==> config.mk <==
export PLATFORM = sky130hd
export DESIGN_NAME = wb_link_arbiter
export DESIGN_NICKNAME = d
export VERILOG_FILES = /design/src/rtl/wb_link_arbiter_pkg.sv /design/src/rtl/wb_link_arbiter_watchdog.sv /design/src/rtl/wb_link_arbiter.sv
export SDC_FILE = /design/constraint.sdc
export NUM_CORES = 1
export LEC_CHECK = 0
export CAP_MARGIN = 20
export CORE_MARGIN = 5
export CORE_UTILIZATION = 30
export DETAILED_ROUTE_END_ITERATION = 6
export PLACE_DENSITY = 0.95
export SYNTH_ARGS = -nofsm -noshare
export SYNTH_HDL_FRONTEND = slang
export SYNTH_SLANG_ARGS = --single-unit
==> constraint.sdc <==
create_clock -name i_clk -period 3 [get_ports i_clk]
set_input_delay 0.9 -clock i_clk [delete_from_list [all_inputs] [get_ports i_clk]]
set_output_delay 0.9 -clock i_clk [all_outputs]
set_load 0.03 [all_outputs]
==> src/rtl/wb_link_arbiter_pkg.sv <==
// Shared constants for the two-master link arbiter and its watchdog.
// Bus widths default to the board configuration values.
package wb_link_arbiter_pkg;

    localparam int WB_ADDR_W_DEF = 24;
    localparam int RW_DEF = 16;

    localparam int SEL_W = 2;

    // A disabled watchdog (timeout 0) still needs a 1-bit counter to stay legal.
    function automatic int cnt_width(input int timeout);
        return (timeout == 0) ? 1 : $clog2(timeout + 1);
    endfunction

endpackage

==> src/rtl/wb_link_arbiter_watchdog.sv <==
// Per-beat stall counter; o_expire fires on the stalled cycle that reaches TIMEOUT.
// TIMEOUT=0 disables it.
module wb_arb_watchdog
    import wb_link_arbiter_pkg::*;
#(
    parameter int TIMEOUT = 255
) (
    input  logic i_clk,
    input  logic i_rst_n,
    input  logic i_active,
    input  logic i_stall,
    output logic o_expire
);
    localparam int CW = cnt_width(TIMEOUT);
    localparam logic [CW-1:0] LAST = CW'((TIMEOUT == 0) ? 0 : TIMEOUT - 1);

    logic [CW-1:0] count_q, count_d;

    // Any ack/err or a dropped strobe clears the count, so only one beat is timed.
    always_comb begin
        count_d  = '0;
        o_expire = 1'b0;
        if ((TIMEOUT != 0) && i_active && i_stall) begin
            if (count_q == LAST) begin
                o_expire = 1'b1;
                count_d  = count_q;
            end else begin
                count_d = count_q + 1'b1;
            end
        end
    end

    always_ff @(posedge i_clk or negedge i_rst_n) begin
        if (!i_rst_n) begin
            count_q <= '0;
        end else begin
            count_q <= count_d;
        end
    end

endmodule

==> src/rtl/wb_link_arbiter.sv <==
// Round-robin Wishbone arbiter sharing the compressed off-chip link between the
// fetch master (m0) and the data master (m1); grant is held for a whole cycle.
module wb_link_arbiter
    import wb_link_arbiter_pkg::*;
#(
    parameter int ADDR_W  = WB_ADDR_W_DEF,
    parameter int DW      = RW_DEF,
    parameter int TIMEOUT = 255,
    parameter int GAP     = 2
) (
    input  logic              i_clk,
    input  logic              i_rst_n,
    input  logic              m0_cyc,
    input  logic              m0_stb,
    input  logic [ADDR_W-1:0] m0_adr,
    input  logic [DW-1:0]     m0_o_dat,
    input  logic              m0_we,
    input  logic [SEL_W-1:0]  m0_sel,
    input  logic              m0_8_burst,
    input  logic              m0_4_burst,
    output logic [DW-1:0]     m0_i_dat,
    output logic              m0_ack,
    output logic              m0_err,
    input  logic              m1_cyc,
    input  logic              m1_stb,
    input  logic [ADDR_W-1:0] m1_adr,
    input  logic [DW-1:0]     m1_o_dat,
    input  logic              m1_we,
    input  logic [SEL_W-1:0]  m1_sel,
    input  logic              m1_8_burst,
    input  logic              m1_4_burst,
    output logic [DW-1:0]     m1_i_dat,
    output logic              m1_ack,
    output logic              m1_err,
    output logic              s_cyc,
    output logic              s_stb,
    output logic [ADDR_W-1:0] s_adr,
    output logic [DW-1:0]     s_o_dat,
    output logic              s_we,
    output logic [SEL_W-1:0]  s_sel,
    output logic              s_8_burst,
    output logic              s_4_burst,
    input  logic [DW-1:0]     s_i_dat,
    input  logic              s_ack,
    input  logic              s_err
);
    typedef enum logic [1:0] {ST_IDLE, ST_BUSY, ST_TMO, ST_REL} state_t;

    localparam int REL_CYCLES = (GAP == 0) ? 1 : GAP;
    localparam int GW = (REL_CYCLES > 1) ? $clog2(REL_CYCLES) : 1;
    localparam logic [GW-1:0] GAP_LAST = GW'(REL_CYCLES - 1);

    state_t        state_q, state_d;
    logic          grant_q, grant_d;
    logic          last_grant_q, last_grant_d;
    logic          tmo_err_q, tmo_err_d;
    logic [GW-1:0] gap_q, gap_d;

    logic req0, req1, g_cyc, busy, expire;

    assign req0  = m0_cyc & m0_stb;
    assign req1  = m1_cyc & m1_stb;
    assign g_cyc = grant_q ? m1_cyc : m0_cyc;
    assign busy  = (state_q == ST_BUSY);

    wb_arb_watchdog #(.TIMEOUT(TIMEOUT)) u_watchdog (
        .i_clk    (i_clk),
        .i_rst_n  (i_rst_n),
        .i_active (busy),
        .i_stall  (s_stb & ~s_ack & ~s_err),
        .o_expire (expire)
    );

    always_comb begin
        state_d      = state_q;
        grant_d      = grant_q;
        last_grant_d = last_grant_q;
        gap_d        = gap_q;
        tmo_err_d    = 1'b0;
        case (state_q)
            ST_IDLE: begin
                if (req0 | req1) begin
                    grant_d = (req0 & req1) ? ~last_grant_q : req1;
                    state_d = ST_BUSY;
                end
            end
            ST_BUSY: begin
                // Master abort takes priority over a simultaneous watchdog expiry.
                if (!g_cyc) begin
                    state_d = ST_REL;
                    gap_d   = '0;
                end else if (expire) begin
                    state_d   = ST_TMO;
                    tmo_err_d = 1'b1;
                end
            end
            ST_TMO: begin
                if (!g_cyc) begin
                    state_d = ST_REL;
                    gap_d   = '0;
                end
            end
            ST_REL: begin
                if (gap_q == GAP_LAST) begin
                    state_d      = ST_IDLE;
                    last_grant_d = grant_q;
                end else begin
                    gap_d = gap_q + 1'b1;
                end
            end
            default: state_d = ST_IDLE;
        endcase
    end

    // Everything outward is decoded from registered state, so reset silences it at once.
    always_comb begin
        s_cyc     = 1'b0;
        s_stb     = 1'b0;
        s_adr     = '0;
        s_o_dat   = '0;
        s_we      = 1'b0;
        s_sel     = '0;
        s_8_burst = 1'b0;
        s_4_burst = 1'b0;
        m0_ack    = 1'b0;
        m0_err    = 1'b0;
        m1_ack    = 1'b0;
        m1_err    = 1'b0;
        m0_i_dat  = '0;
        m1_i_dat  = '0;
        if (busy) begin
            s_cyc    = 1'b1;
            m0_i_dat = s_i_dat;
            m1_i_dat = s_i_dat;
            if (grant_q) begin
                s_stb     = m1_cyc & m1_stb;
                s_adr     = m1_adr;
                s_o_dat   = m1_o_dat;
                s_we      = m1_we;
                s_sel     = m1_sel;
                s_8_burst = m1_8_burst;
                s_4_burst = m1_4_burst;
                m1_ack    = s_ack;
                m1_err    = s_err;
            end else begin
                s_stb     = m0_cyc & m0_stb;
                s_adr     = m0_adr;
                s_o_dat   = m0_o_dat;
                s_we      = m0_we;
                s_sel     = m0_sel;
                s_8_burst = m0_8_burst;
                s_4_burst = m0_4_burst;
                m0_ack    = s_ack;
                m0_err    = s_err;
            end
        end else if (state_q == ST_TMO) begin
            if (grant_q) begin
                m1_err = tmo_err_q;
            end else begin
                m0_err = tmo_err_q;
            end
        end
    end

    always_ff @(posedge i_clk or negedge i_rst_n) begin
        if (!i_rst_n) begin
            state_q      <= ST_IDLE;
            grant_q      <= 1'b0;
            last_grant_q <= 1'b1;
            tmo_err_q    <= 1'b0;
            gap_q        <= '0;
        end else begin
            state_q      <= state_d;
            grant_q      <= grant_d;
            last_grant_q <= last_grant_d;
            tmo_err_q    <= tmo_err_d;
            gap_q        <= gap_d;
        end
    end

endmodule

# Yosys cells after proc, flatten, opt, wreduce, memory -nomap -nowiden
# Index checks and enable logic that the tools add are counted.
[op_classes]
eq_ne = 10
n_mux = 46
reduce_logical = 8
bitwise = 9
n_addsub = 2
[op_table]
columns = ["op", "count"]
rows = [
  ["$mux 16", 3],
  ["$mux 24", 2],
  ["$mux 1", 30],
  ["$mux 8", 2],
  ["$mux 2", 7],
  ["$ne 2x2->1 const B", 5],
  ["$add 8x1->8 const B", 1],
  ["$eq 8x8->1 const B", 1],
  ["$pmux 2 s4", 1],
  ["$reduce_and 2->1", 3],
  ["$and 1x1->1", 5],
  ["$eq 2x2->1 const B", 2],
  ["$reduce_and 4->1", 1],
  ["$ne 3x2->1 const B", 1],
  ["$not 1->1", 3],
  ["$eq 2x1->1 const B", 1],
  ["$logic_not 2->1", 1],
  ["$pmux 1 s2", 1],
  ["$reduce_bool 2->1", 1],
  ["$reduce_or 2->1", 1],
  ["$add 1x1->1 const B", 1],
  ["$logic_and 1x1->1", 1],
  ["$or 1x1->1", 1],
]
[totals]
ff_bits = 14
wordCells = 81
input_bits = 114
output_inout_bits = 83

# Depth between registers and ports, before layout
[depth]
depth_word = 10
mapped_depth = 8
mapped_depth_nobuf = 7

# Hierarchy
# A second synthesis with hierarchy kept.
[hier_totals]
hier_cells = 234
area_unflattened_um2 = 1945.6
[by_module_without_submodules]
columns = ["mod", "seq_area_each_um2", "instances", "area_each_um2", "cells_each"]
rows = [
  ["wb_link_arbiter", 151.4, 1, 1468.9, 184],
  ["wb_arb_watchdog", 200.2, 1, 476.7, 50],
]

# Worst setup path before layout
# Ideal clock, no wire load.
[synth_timing]
kind = "reg-to-output"
from = "reg state_q[1]"
to = "out m1_i_dat[15]"
arrival_ns = 1.920
required_ns = 2.100
n_path_buf = 3
stages_incl_launch_ff = 7
path_slack_ns = 0.180
path_cell_list = "dfrtp_1 -> inv_1 -> ha_1 -> clkbuf_1 -> clkbuf_1 -> and2_1 -> buf_4"
[synth_via]
elab_chain_len = 2
[synth_lines]
columns = ["item", "line", "rtl"]
rows = [
  ["start: declaration", "wb_link_arbiter.sv:53", "state_t state_q, state_d;"],
  ["start signal: assignment", "wb_link_arbiter.sv:173", "state_q <= state_d;"],
  ["$eq 2x1->1", "wb_link_arbiter.sv:64", "assign busy = (state_q == ST_BUSY);"],
  ["$mux 16", "-", ""],
  ["end: declaration", "wb_link_arbiter.sv:32", "output logic [DW-1:0] m1_i_dat,"],
]
# No other way between the ends.

# Worst setup path after layout
[layout_timing]
from = "in m1_cyc"
to = "out s_stb"
[layout_via]
elab_chain_len = 3
[layout_lines]
columns = ["item", "line", "rtl"]
rows = [
  ["start: declaration", "wb_link_arbiter.sv:24", "input logic m1_cyc,"],
  ["$and 1x1->1", "wb_link_arbiter.sv:136", "s_stb = m1_cyc & m1_stb;"],
  ["$mux 1", "wb_link_arbiter.sv:135", "if (grant_q) begin"],
  ["$mux 1", "wb_link_arbiter.sv:131", "if (busy) begin"],
  ["end: declaration", "wb_link_arbiter.sv:36", "output logic s_stb,"],
]
# No other way between the ends.

==> impl_metrics.ini <==
[setup_path]
r2r_slack_ns = 0.73
startpoint = m1_cyc
critPathCaptureType = primary output
cp_data_arrival_time_ns = 2.00
timing.rr.end = state_q[1]
worstPathMaxFanout = 4
endpoint = s_stb
startpoint_type = input pin
r2r-start = state_q[1]
crit_type = input pin to primary output
r2r_cells = 8
critical_path_required_ns = 2.10

[yosys]
yosysTopAreaCell = mux2i_1
yosysWarnings = 0
synthCells = 226
synthesis.area_um2 = 1748
synth_seq_cells = 14
ys.flop_type = dfrtp_1
syn_nets = 347
yosysMostFrequentCell = nor2_1
synth_common_cells = 58 x nor2_1, 47 x mux2i_1, 16 x and2_1, 16 x buf_4, 13 x dfrtp_1
ys_seq_area_share_pct = 20.11
synth_top_area_share_pct = 26.91
synth.area.top_cells = mux2i_1 27%, dfrtp_1 19%, nor2_1 12%
async_flop_share_pct = 100.0
synth_edf_count = 0
yosysUniqueCellTypes = 34
syn-mean-instance-area_um2 = 7.734

[run_status]
outcome = finished, final reports clean

[power]
vdd_drop_max_mv = 0.4911
p_per_area_nw_per_um2 = 828.0
p_leak_nw = 1.716
finalPower_mw = 2.956

[timing]
setup_viol_count_final = 0
max_slew_margin_pct = 56.24
period_share_pct = 96.57
hold_viol = 0
final_max_slew_viol_count = 0
worst_pin_slew_ns = 0.6544
fin_skew_ns = 0.005240
max_freq_ghz = 0.3452
fin_tns_setup_ns = 0
grt_setup_unrepaired = false
final.min_clock_period_ns = 2.897

[floorplanning]
die_w_um = 86.33
die_h_um = 86.33
fp-row-count = 27
pin_count = 197
dieArea_um2 = 7453
start_util_pct = 31.36
core_region_area_um2 = 5574

[detailed_routing]
dr_total_vias = 2218
drt_pass1_iterations = 4
vias_per_cell = 4.660
first_iter_violations = 44
remaining_drc_errors = 0
wl_per_cell_um = 16.22
antenna_left = 0
wirelength_um = 7719

[global_route]
grt_overflow_total = 0
first_global_vias = 2161
grt_max_degree = 47
grt.total_usage_pct = 18.42
antenna_found_initial = 0
grt_pass1_wl_um = 11100

[clock_tree]
cts_buffers = 3
clk_path_buf_depth = 2
path_clk_slew_ns = 0.06
cts_root_buffer = clkbuf_8
clkSinkCount = 14
htree_levels = 1
post_cts_resized = 0
cts_hold_buffers = 0
postCtsSetupRepairBufs = 0
tritoncts = yes
clock_latency_ns = 0.25

[flow_run]
maxCapViolCount = 0

[layout]
fillCellCount = 454
drive_gt1_share_pct = 25.50
diodes = 0
num-nets-final = 526
area_growth_pct = 104.2

[place]
portBuffers = 196
gp_routability_congestion = 0.8440
dp_hpwl_um = 6689

[min_path]
min_path_type = flop to flop
-- flip-flops by register name (all words and copies together) (netlist names) --
| name | flops |
|---|---|
| tmo_err_q | 1 |
| u_watchdog.count_q | 8 |
| last_grant_q | 1 |
| state_q | 2 |
| gap_q | 1 |
| grant_q | 1 |
-- metrics by stage --
stage,hold WS [ns],std cells,utilization [%],setup slack (ns),area [µm²]
detailed placement,0.5344,472,63.01,0.1250,3512
finish,0.5468,476,64.04,0.1028,3570
global placement,0.5278,472,63.01,0.1174,3512
global route,0.5922,476,64.04,0.04068,3570
floorplan,0.5031,226,-,0.1804,1748
CTS,0.5485,476,64.00,0.1085,3567
-- cell families (layout without fill, tap and decap cells) --
logic type,count (synthesis),in the layout,synth area share [%]
adders and majority gates,7,7,5.011
muxes,49,49,28.42
DFF,14,14,20.11
xor gates and xnor gates,3,3,1.503
AOI/OAI and AO/OA,15,15,5.870
buffers and inverters,36,214,11.67
and+or+nand+nor,102,102,27.42
-- layout make-up --
type                       instances  area, µm²  area share, %
sequential                        14      352.8          9.884
multi-input combinational        176       1195          33.47
inverter                           6      22.52         0.6309
tap                               72      90.09          2.524
timing repair buffer             204       1854          51.95
clock buffer                       4      55.05          1.542
-- metal layers --
metal / track usage, % / part of all wire (%) / wire, µm / vias to the layer above
met2: 36.02 / 55 / 4276 / 113
met5: 0 / 0 / 0 / -
met1: 19.28 / 34 / 2589 / 998
met4: 3.966 / 1.2 / 89 / 0
met3: 5.133 / 9.9 / 764 / 10
li1: - / - / - / 1097
-- worst min path at each step --
| stage | start | to | cells after the start |
|---|---|---|---|
| global placement | u_watchdog.count_q[7] | u_watchdog.count_q[7] | 2 |
| CTS | u_watchdog.count_q[7] | u_watchdog.count_q[7] | 2 |
| detailed placement | u_watchdog.count_q[7] | u_watchdog.count_q[7] | 2 |
| global route | u_watchdog.count_q[6] | u_watchdog.count_q[6] | 2 |
| floorplan | u_watchdog.count_q[7] | u_watchdog.count_q[7] | 2 |
| finish | u_watchdog.count_q[7] | u_watchdog.count_q[7] | 2 |
-- power breakdown --
group          switching [mW]  leakage (nW)  internal [mW]
logic                    1.45          1.51           1.03
registers              0.0604         0.182          0.233
clock network          0.0680        0.0288          0.116
total                    1.58          1.72           1.38
-- worst max-delay path: stages --
cell and delay (ns):
clkdlybuf4s50_1 0.52, nand3_1 0.12, a21oi_1 0.29, buf_12 0.16
-- placed cells by master (no fill, tap or decap), types with 2 or more instances in the layout --
| cell type | netlist | routed |
|---|---|---|
| clkdlybuf4s50_1 | 0 | 114 |
| and2_1 | 16 | 16 |
| o21ai_2 | 2 | 2 |
| buf_12 | 0 | 3 |
| nand3_1 | 7 | 7 |
| a21oi_1 | 4 | 4 |
| nor3_1 | 2 | 2 |
| mux2i_1 | 47 | 47 |
| dfrtp_1 | 13 | 12 |
| buf_4 | 16 | 87 |
| clkbuf_8 | 0 | 4 |
| xnor2_1 | 3 | 3 |
| and3_1 | 4 | 4 |
| o21ai_0 | 3 | 3 |
| ha_1 | 7 | 6 |
| nand4_1 | 2 | 2 |
| inv_1 | 6 | 6 |
| nor2_1 | 58 | 58 |
| nand2_1 | 8 | 8 |
Power figures use the tool's default switching activity.
==> edit: new RTL, config.mk and constraints unchanged <==
Reset style: synchronous (`i_rst_n`), changed in 2 clocked blocks.
--- a/src/rtl/wb_link_arbiter_watchdog.sv
+++ b/src/rtl/wb_link_arbiter_watchdog.sv
@@ -30,7 +30,7 @@
         end
     end
 
-    always_ff @(posedge i_clk or negedge i_rst_n) begin
+    always_ff @(posedge i_clk) begin
         if (!i_rst_n) begin
             count_q <= '0;
         end else begin
--- a/src/rtl/wb_link_arbiter.sv
+++ b/src/rtl/wb_link_arbiter.sv
@@ -162,7 +162,7 @@
         end
     end
 
-    always_ff @(posedge i_clk or negedge i_rst_n) begin
+    always_ff @(posedge i_clk) begin
         if (!i_rst_n) begin
             state_q      <= ST_IDLE;
             grant_q      <= 1'b0;
Function: differs if i_rst_n is asserted again (counterexample within 4 cycles, from zero or initial values and one cycle with i_rst_n low); with i_rst_n held inactive, the same outputs for 10 cycles.
==> edit against the unedited design <==
- routed wire length up 4.9%
- die area fell by 1.4%
- cell area increased by 0.18%
- synthesized area decreased by 1.6%
- total power down 26%
- combinational power fell by 28%
- cell count increased by 1.5%
- setup slack improved by 13 ps
- first-iteration DRC count shrank 27%
- sequential cell count unchanged
==> edit: results (changes against the unedited design) <==
Timing
  • Fin Clk Skew: 7.76 ps (was 5.24 ps)
  • Measured slew at the worst slew-check pin: 400 ps (was 654 ps)

Setup path
  • Crit-path max FO: 4 (unchanged)
  • Max stage delay on crit path: around 510 ps
  • Critical path's slowest cell: clkdlybuf4s50_1 (unchanged)
  • Critical path arrival: 1980 ps (was 2000 ps)

Clock network
  • CTS max path bufs: 2 (unchanged)
  • Clk root buf: clkbuf_8 (unchanged)
  • H-tree levels: 1 (unchanged)
  • Number of CTS-inserted buffers: 3 (unchanged)
  • CTS resizes: 0 (unchanged)
  • Skew-Pair Late Insertion Delay: 250 ps (about the same)
  • CTS hold repair buffers: 0 (unchanged)
  • Setup Fix Bufs, Post-CTS: 0 (unchanged)

Placed design
  • Final Wtd Congestion: 0.925 (was 0.844)
  • HPWL Detailed: 6.97 mm (was 6.69 mm)
  • Setup slack at placement: 118 ps (was 125 ps)
  • Port-buffer cells: 196 (unchanged)
  • Placed cell areas: 3520 um^2 (was 3510 um^2)
  • DP Cell Count: 479 (was 472)

Worst hold path
  • Hold Path Class: register to register (unchanged)

Power and ir drop
  • Leak: 1.51 nW (was 1.72 nW)
  • Internal: 1.04 mW (was 1.38 mW)
  • Worst vdd rail ir drop: 0.452 mV (was 0.491 mV)

Global routing
  • GR Util All Layers: 0.202 (was 0.184)
  • Largest net degree at the start of global routing: 37 (was 47)
  • Initial antenna violation count: 0 (unchanged)
  • First-pass GRT wire length: 12.0 mm (was 11.1 mm)

Yosys
  • Synth Area in Compound Gates: 0.0829 (was 0.0587)
  • Largest cells by area after synthesis: mux2i_1, dfxtp_1, nor2_1, buf_4, and2_1 (was mux2i_1, dfrtp_1, nor2_1, buf_4, and2_1)
  • Yosys warns: 0 (unchanged)
  • Most frequent cells after synthesis: nor2_1, mux2i_1, and2_1, buf_4, dfxtp_1 (was nor2_1, mux2i_1, and2_1, buf_4, dfrtp_1)
  • Area share of fa/ha/maj cells after synthesis: 0.0509 (was 0.0501)
  • Yosys cell types: 31 (was 34)
  • Mux contribution to synthesized area: 0.280 (was 0.284)
  • Fraction of synthesis flops using an asynchronous set or reset pin: 0 (was 1.00)
  • Post-synthesis instance total: 234 (was 226)
  • Syn Nets: 355 (was 347)
  • Xor/xnor share of the synthesized area: 0.0255 (was 0.0150)
  • Sequential share of the synthesized area: 0.163 (was 0.201)
  • Synth Flop Type: dfxtp_1 (was dfrtp_1)

Status
  • Outcome: finished clean (unchanged)

Route
  • Initial drt markers: 32 (was 44)
  • Vias: 2,253 (was 2,218)
  • Post-Route WL: 8.10 mm (was 7.72 mm)
  • Vias/cell: 4.66 (about the same)

Cells and area
  • Final nets: 533 (was 526)
  • Ratio of cells with drive above 1 in the final layout: 0.243 (was 0.255)
  • Biggest regs: u_watchdog.count_q: 8 flops, state_q: 2 flops (unchanged)
## edit: cell type report
type	count	area, um^2
multi-input cells	184	1240
clock buffers	4	55.1
repair buffers	204	1890
well taps	72	90.1
inverters	5	18.8
fillers	458	1960
flip-flops and latches	14	282
## edit: critical path, delay by kind of cell
kind,cells,cell delay (ps)
compound gates,1,280
buf+inv,2,670
simple gates,1,130
## edit: path summary, 6_finish.rpt
check,from,end,slack (ps),cells after the start
min reg2reg,last_grant_q,last_grant_q,480,2
max reg2reg,state_q[1],state_q[0],1060,8
min,last_grant_q,last_grant_q,480,2
max,m1_cyc,s_stb,120,4
## edit: cells by family (layout without fill, tap and decap cells)
family | Yosys count | after routing
compound gates | 20 | 20
xor+xnor | 5 | 5
fa+ha+maj | 7 | 7
buf+inv | 36 | 213
flops | 14 | 14
mux | 48 | 48
simple gates | 104 | 104
## edit: power groups by stage
stage / Clock, mW / Sequential, mW / Combinational [mW]
after floorplan: 0 / 0.219 / 1.10
after global placement: 0 / 0.235 / 1.75
after detailed placement: 0 / 0.237 / 1.78
after CTS: 0.189 / 0.234 / 1.78
after global routing: 0.193 / 0.237 / 1.86
final: 0.182 / 0.233 / 1.78
## edit: layer usage
| layer | part of all wire | track usage | vias up | wire (um) |
|---|---|---|---|---|
| li1 | - | - | 1123 | - |
| met1 | 0.36 | 0.219 | 1025 | 2890 |
| met2 | 0.54 | 0.394 | 89 | 4400 |
| met3 | 0.072 | 0.0471 | 16 | 582 |
| met4 | 0.028 | 0.0446 | 0 | 227 |
| met5 | 0 | 0 | - | 0 |
